File: config.mk
export PLATFORM = sky130hd
export DESIGN_NAME = neuron_step_sequencer
export DESIGN_NICKNAME = d
export VERILOG_FILES = /design/src/rtl/neuron_step_sequencer.sv
export SDC_FILE = /design/constraint.sdc
export NUM_CORES = 1
export LEC_CHECK = 0
export ABC_AREA = 1
export BUFFER_PORTS_ARGS = -buffer_cell sky130_fd_sc_hd__buf_2
export CAP_MARGIN = 20
export CORE_MARGIN = 2
export CORE_UTILIZATION = 47
export DETAILED_ROUTE_END_ITERATION = 10
export PLACE_DENSITY_LB_ADDON = 0.2
export SYNTH_ARGS = -nofsm -noshare
export SYNTH_HDL_FRONTEND = slang
export SYNTH_SLANG_ARGS = --single-unit
File: constraint.sdc
create_clock -name clk -period 3.4 [get_ports clk]
set_input_delay 0.68 -clock clk [delete_from_list [all_inputs] [get_ports clk]]
set_output_delay 0.68 -clock clk [all_outputs]
set_load 0.1 [all_outputs]
File: src/rtl/neuron_step_sequencer.sv
// neuron_step_sequencer: bus initiator that runs one SNN timestep across a neuron bank.
// Define MEMBRANE_READBACK_EN to add a per-neuron membrane-voltage read into v_snapshot.
//
// state    | meaning
// ---------+--------------------------------------------------------------
// IDLE     | waiting for start; inputs snapshotted on acceptance
// WR_I     | write input current to base(n)+0x14
// GAP      | one idle bus cycle between the two writes
// WR_CTL   | write {mode, reset=0, update=1} to base(n)+0x18
// SETTLE   | strobes low while the neuron starts its update
// POLL     | read status at base(n)+0x1C until not busy or poll limit
// RD_V     | gap cycle, then read membrane V at base(n)+0x20 (optional)
// NEXT     | advance neuron index or finish
// DONE     | one-cycle done pulse, busy low
module neuron_step_sequencer #(
    parameter int          NUM_NEURONS   = 4,
    parameter logic [31:0] BASE_ADDR     = 32'h0000_0000,
    parameter int          SETTLE_CYCLES = 2,
    parameter int          POLL_LIMIT    = 255
) (
    input  logic                      clk,
    input  logic                      rst,
    input  logic                      start,
    input  logic [32*NUM_NEURONS-1:0] input_currents,
    input  logic [NUM_NEURONS-1:0]    mode_bits,
    output logic                      busy,
    output logic                      done,
    output logic [NUM_NEURONS-1:0]    spike_vector,
    output logic                      timeout_err,
    output logic [31:0]               addr,
    output logic                      write_en,
    output logic [31:0]               write_data,
    output logic                      read_en,
    input  logic [31:0]               read_data,
    input  logic                      busywait,
    output logic [32*NUM_NEURONS-1:0] v_snapshot
);

    localparam int IDX_W = (NUM_NEURONS > 1) ? $clog2(NUM_NEURONS) : 1;
    localparam logic [IDX_W-1:0] LAST_IDX = IDX_W'(NUM_NEURONS - 1);
    // At least one settle cycle is kept so the status read never follows the control write back-to-back.
    localparam logic [15:0] SETTLE_LOAD = (SETTLE_CYCLES > 1) ? 16'(SETTLE_CYCLES - 1) : 16'd0;
    localparam logic [15:0] POLL_LOAD   = (POLL_LIMIT > 1) ? 16'(POLL_LIMIT) : 16'd1;
    localparam logic [5:0]  OFS_I    = 6'h14;
    localparam logic [5:0]  OFS_CTL  = 6'h18;
    localparam logic [5:0]  OFS_STAT = 6'h1C;
    localparam logic [5:0]  OFS_V    = 6'h20;

    typedef enum logic [3:0] {
        S_IDLE,
        S_WR_I,
        S_GAP,
        S_WR_CTL,
        S_SETTLE,
        S_POLL,
        S_RD_V,
        S_NEXT,
        S_DONE
    } state_t;

    state_t                    state_q, state_d;
    logic [IDX_W-1:0]          idx_q, idx_d;
    logic [IDX_W-1:0]          idx_inc;
    logic [15:0]               settle_q, settle_d;
    logic [15:0]               poll_q, poll_d;
    logic                      busy_q, busy_d;
    logic                      done_q, done_d;
    logic [NUM_NEURONS-1:0]    spike_q, spike_d;
    logic                      timeout_q, timeout_d;
    logic [31:0]               addr_q, addr_d;
    logic                      we_q, we_d;
    logic [31:0]               wdata_q, wdata_d;
    logic                      re_q, re_d;
    logic [32*NUM_NEURONS-1:0] cur_q, cur_d;
    logic [NUM_NEURONS-1:0]    mode_q, mode_d;
`ifdef MEMBRANE_READBACK_EN
    logic [32*NUM_NEURONS-1:0] v_q, v_d;
`endif

    function automatic logic [31:0] reg_addr(input logic [IDX_W-1:0] idx, input logic [5:0] ofs);
        logic [31:0] off;
        off = '0;
        off[IDX_W+5:6] = idx;
        off[5:0] = ofs;
        return BASE_ADDR + off;
    endfunction

    assign idx_inc = idx_q + 1'b1;

    always_comb begin
        state_d   = state_q;
        idx_d     = idx_q;
        settle_d  = settle_q;
        poll_d    = poll_q;
        busy_d    = busy_q;
        done_d    = 1'b0;
        spike_d   = spike_q;
        timeout_d = timeout_q;
        addr_d    = addr_q;
        we_d      = we_q;
        wdata_d   = wdata_q;
        re_d      = re_q;
        cur_d     = cur_q;
        mode_d    = mode_q;
`ifdef MEMBRANE_READBACK_EN
        v_d       = v_q;
`endif
        case (state_q)
            S_IDLE: begin
                if (start) begin
                    cur_d     = input_currents;
                    mode_d    = mode_bits;
                    spike_d   = '0;
                    timeout_d = 1'b0;
                    idx_d     = '0;
                    busy_d    = 1'b1;
`ifdef MEMBRANE_READBACK_EN
                    v_d       = '0;
`endif
                    we_d      = 1'b1;
                    addr_d    = reg_addr('0, OFS_I);
                    wdata_d   = input_currents[31:0];
                    state_d   = S_WR_I;
                end
            end
            S_WR_I: begin
                if (!busywait) begin
                    we_d    = 1'b0;
                    state_d = S_GAP;
                end
            end
            S_GAP: begin
                we_d    = 1'b1;
                addr_d  = reg_addr(idx_q, OFS_CTL);
                wdata_d = {29'b0, mode_q[idx_q], 1'b0, 1'b1};
                state_d = S_WR_CTL;
            end
            S_WR_CTL: begin
                if (!busywait) begin
                    we_d     = 1'b0;
                    settle_d = SETTLE_LOAD;
                    state_d  = S_SETTLE;
                end
            end
            S_SETTLE: begin
                if (settle_q == 16'd0) begin
                    re_d    = 1'b1;
                    addr_d  = reg_addr(idx_q, OFS_STAT);
                    poll_d  = POLL_LOAD;
                    state_d = S_POLL;
                end else begin
                    settle_d = settle_q - 16'd1;
                end
            end
            S_POLL: begin
                // re_q low here is the mandatory gap cycle between status reads.
                if (!re_q) begin
                    re_d = 1'b1;
                end else if (!busywait) begin
                    re_d = 1'b0;
                    if (!read_data[1]) begin
                        spike_d[idx_q] = read_data[0];
`ifdef MEMBRANE_READBACK_EN
                        state_d = S_RD_V;
`else
                        state_d = S_NEXT;
`endif
                    end else if (poll_q <= 16'd1) begin
                        timeout_d      = 1'b1;
                        spike_d[idx_q] = 1'b0;
                        state_d        = S_NEXT;
                    end else begin
                        poll_d = poll_q - 16'd1;
                    end
                end
            end
`ifdef MEMBRANE_READBACK_EN
            S_RD_V: begin
                if (!re_q) begin
                    re_d   = 1'b1;
                    addr_d = reg_addr(idx_q, OFS_V);
                end else if (!busywait) begin
                    re_d                 = 1'b0;
                    v_d[idx_q*32 +: 32]  = read_data;
                    state_d              = S_NEXT;
                end
            end
`endif
            S_NEXT: begin
                if (idx_q == LAST_IDX) begin
                    busy_d  = 1'b0;
                    done_d  = 1'b1;
                    state_d = S_DONE;
                end else begin
                    idx_d   = idx_inc;
                    we_d    = 1'b1;
                    addr_d  = reg_addr(idx_inc, OFS_I);
                    wdata_d = cur_q[idx_inc*32 +: 32];
                    state_d = S_WR_I;
                end
            end
            S_DONE: begin
                state_d = S_IDLE;
            end
            default: begin
                state_d = S_IDLE;
            end
        endcase
    end

    always_ff @(posedge clk or negedge rst) begin
        if (!rst) begin
            state_q   <= S_IDLE;
            idx_q     <= '0;
            settle_q  <= '0;
            poll_q    <= '0;
            busy_q    <= 1'b0;
            done_q    <= 1'b0;
            spike_q   <= '0;
            timeout_q <= 1'b0;
            addr_q    <= '0;
            we_q      <= 1'b0;
            wdata_q   <= '0;
            re_q      <= 1'b0;
            cur_q     <= '0;
            mode_q    <= '0;
`ifdef MEMBRANE_READBACK_EN
            v_q       <= '0;
`endif
        end else begin
            state_q   <= state_d;
            idx_q     <= idx_d;
            settle_q  <= settle_d;
            poll_q    <= poll_d;
            busy_q    <= busy_d;
            done_q    <= done_d;
            spike_q   <= spike_d;
            timeout_q <= timeout_d;
            addr_q    <= addr_d;
            we_q      <= we_d;
            wdata_q   <= wdata_d;
            re_q      <= re_d;
            cur_q     <= cur_d;
            mode_q    <= mode_d;
`ifdef MEMBRANE_READBACK_EN
            v_q       <= v_d;
`endif
        end
    end

    assign busy         = busy_q;
    assign done         = done_q;
    assign spike_vector = spike_q;
    assign timeout_err  = timeout_q;
    assign addr         = addr_q;
    assign write_en     = we_q;
    assign write_data   = wdata_q;
    assign read_en      = re_q;

`ifdef MEMBRANE_READBACK_EN
    assign v_snapshot = v_q;
`else
    logic unused_rd_bits;
    assign unused_rd_bits = ^read_data[31:2];
    assign v_snapshot     = '0;
`endif

endmodule

==> metrics.md <==
| Metric | Value |
|---|---|
| Status | `finished clean` |
| Die Ht | `163 µm` |
| Clock Skew | `0.0176 ns` |
| Max_slew headroom | `0.432` |
| DRC | `0` |
| # Max-Cap Violations | `0` |
| Skew-Pair Late Insertion Delay | `0.55 ns` |
| Place WS | `1.07 ns` |
| Largest net degree at the start of global routing | `162` |
| Synth unique cells | `31` |
| Number of core rows | `58` |
| Die width | `163 µm` |
| Unrepaired setup endpoints after global routing | `no` |
| CTS tree | `yes` |
| Final worst slack | `1.05 ns` |
| Final WL | `30400 µm` |
| CP endpoint kind | `flip-flop` |
| FF-to-FF End | `write_data[0]` |
| FMAX | `425 MHz` |
| Peak supply drop | `0.616 mV` |
| Hold WC Path Type | `in -> async` |
| Clk buf depth | `3` |
| Ys flop type | `dfrtp_1` |
| Seq/Total Area, Yosys | `0.456` |
| Reg power frac | `0.310` |
| Number of antenna violations at the first check in global routing | `3` |
| Power Total | `14000 µW` |
| Combinational share of power | `0.472` |
| Hold Fails Final Rpt | `0` |
| WS Path Type | `reg -> reg` |
| RePlAce Congestion | `0.832` |
| Mapped Cells | `1603` |
| Post-synth top cells | `nand2_1, dfrtp_1, buf_4, nand3_1, o21ai_0` |
| P per Cell Area | `1050 nW/µm²` |
| Leakage | `0.00736 µW` |
| Worst-margin pin slew | `0.852 ns` |
| Top-count cell post-synth | `nand2_1` |
| Synth Cell Area | `11900 µm²` |
| Starting Density | `0.475` |
| Total global-route track usage | `0.230` |
| Worst path required time | `3.86 ns` |
| Period utilization | `0.691` |
| Hpwl dp | `19600 µm` |
| Reg2reg path depth | `8` |
| Root Buffer | `clkbuf_16` |
| Int Power | `7050 µW` |
| DR WL/cell | `14.4 µm` |
| Clk pin slew, worst setup/hold paths | `0.06 ns` |
| CTS resizes | `0` |
| Fin cells | `2110` |
| Post-CTS setup buffers | `0` |
| Yosys top cell by area | `dfrtp_1` |
| Clock share of power | `0.218` |
| Max-slew violation count | `0` |
| Via count | `10.1k` |
| Worst Path Max Fanout | `18` |
| Core area | `25000 µm²` |
| DP Area | `12400 µm²` |
| Synth warnings | `0` |
| I/O pins | `369` |
| Layout cells sized above 1 | `0.154` |
| Ys async rst share | `1.00` |
| CTS Hold Bufs | `0` |
| Sw Ratio | `0.498` |
| Setup violators final | `0` |
| Synth area leaders | `dfrtp_1, nand2_1, buf_4` |
| CTS Sinks | `216` |
| Via-per-instance ratio | `4.79` |
| Sw power | `6990 µW` |
| Synth Area per Inst | `7.40 µm²` |
| FF-to-FF Start | `state_q[2]` |
| Vias in the first global route | `9494` |
| Setup TNS | `0 ns` |
| Yosys top cell area share | `0.456` |
| DRT Pass-1 Iters | `5` |
| Synth-to-Final Area Change | `12.9%` |
| Flops & latches, synth | `216` |
| H-Tree Depth | `1` |
| First-pass GRT wire length | `49400 µm` |
| Startpoint Class | `flip-flop` |
| ANT nets after route | `0` |
| Number of flops mapped to enable cells by yosys | `0` |
| 1st-iter DRT viols | `715` |
| R2r setup slk | `1.05 ns` |
| CP Data Arrival Time | `2.81 ns` |
| Placed cells | `2059` |
| Num CTS Buffers | `27` |
| Nets | `1933` |
| Grt ovf | `0` |
| Port bufs | `183` |
| Die area | `26500 µm²` |
| Final std cell area, no fill | `13400 µm²` |
| Post-layout minimum cycle time | `2.35 ns` |
[metal layers]
layer / GRT usage / vias up / wire, µm
met3: 0.0390 / 55 / 1900
li1: - / 5022 / -
met5: 0 / - / 26
met1: 0.323 / 4705 / 13700
met2: 0.376 / 325 / 14000
met4: 0.0527 / 4 / 677
[cell families after synthesis]
logic type | after synthesis | share of synthesized area
flops | 216 | 0.456
xor+xnor | 9 | 0.00665
fa+ha+maj | 7 | 0.00739
compound gates | 123 | 0.0530
buf+inv | 320 | 0.157
simple gates | 927 | 0.320
other cells | 1 | 0.000316
[power by group through the flow]
stage          registers, µW  clock network (µW)  logic [µW]
6_report                4350                3070        6620
4_1_cts                 4340                3110        6650
5_1_grt                 4490                3240        7330
3_5_place_dp            4360                   0        6640
3_3_place_gp            4350                   0        6530
2_1_floorplan           5750                   0        4030
[through the flow]
stage	util	hold WS, ns
final	0.536	0.121
after floorplan	-	0.384
after global placement	0.498	0.446
after CTS	0.536	0.165
after global routing	0.536	0.183
after detailed placement	0.498	0.452
[state kept, by name, indices dropped and copies added, names as in the netlist]
register and flops:
write_data 32, timeout_err 1, idx_q 2, done 1, poll_q 16, spike_vector 4, read_en 1, write_en 1
addr 5, busy 1, cur_q 128, settle_q 16, state_q 4, mode_q 4
[final cells by class]
| cell class | instances | area, µm² |
|---|---|---|
| antenna | 2 | 5.00 |
| clock buffer | 34 | 732 |
| clock inverter | 15 | 221 |
| fill | 2522 | 11600 |
| inverter | 95 | 360 |
| multi-input combinational | 1221 | 5180 |
| sequential | 216 | 5410 |
| tap | 330 | 413 |
| timing repair buffer | 197 | 1070 |
[worst max-delay path, cell delays in order (launching register included)]
cell	delay [ns]
dfrtp_1	0.40
nor2_1	0.17
inv_1	0.14
nor3_2	0.33
nor2_1	0.12
inv_1	0.51
buf_4	0.35
o21ai_0	0.10
o21ai_0	0.16
[worst max-delay path by stage]
stage                     depth (start not counted)             end  startpoint
after floorplan                                  13  write_data[10]    idx_q[0]
after CTS                                         8   write_data[0]  state_q[2]
after global placement                            9   write_data[5]  state_q[2]
after detailed placement                          9   write_data[9]  state_q[2]
final                                             8   write_data[0]  state_q[2]
after global routing                              9  write_data[10]  state_q[2]
[placed cells by master, fill, tap and decap left out, types with 27 or more instances in the layout]
cell       instances
nand3_1          128
o21ai_0          100
dfrtp_1          215
nor2_1            61
clkbuf_16         27
inv_1             87
buf_2            182
nand4_1           27
nand2_1          686
conb_1           155
(Power assumes the default switching activity.)
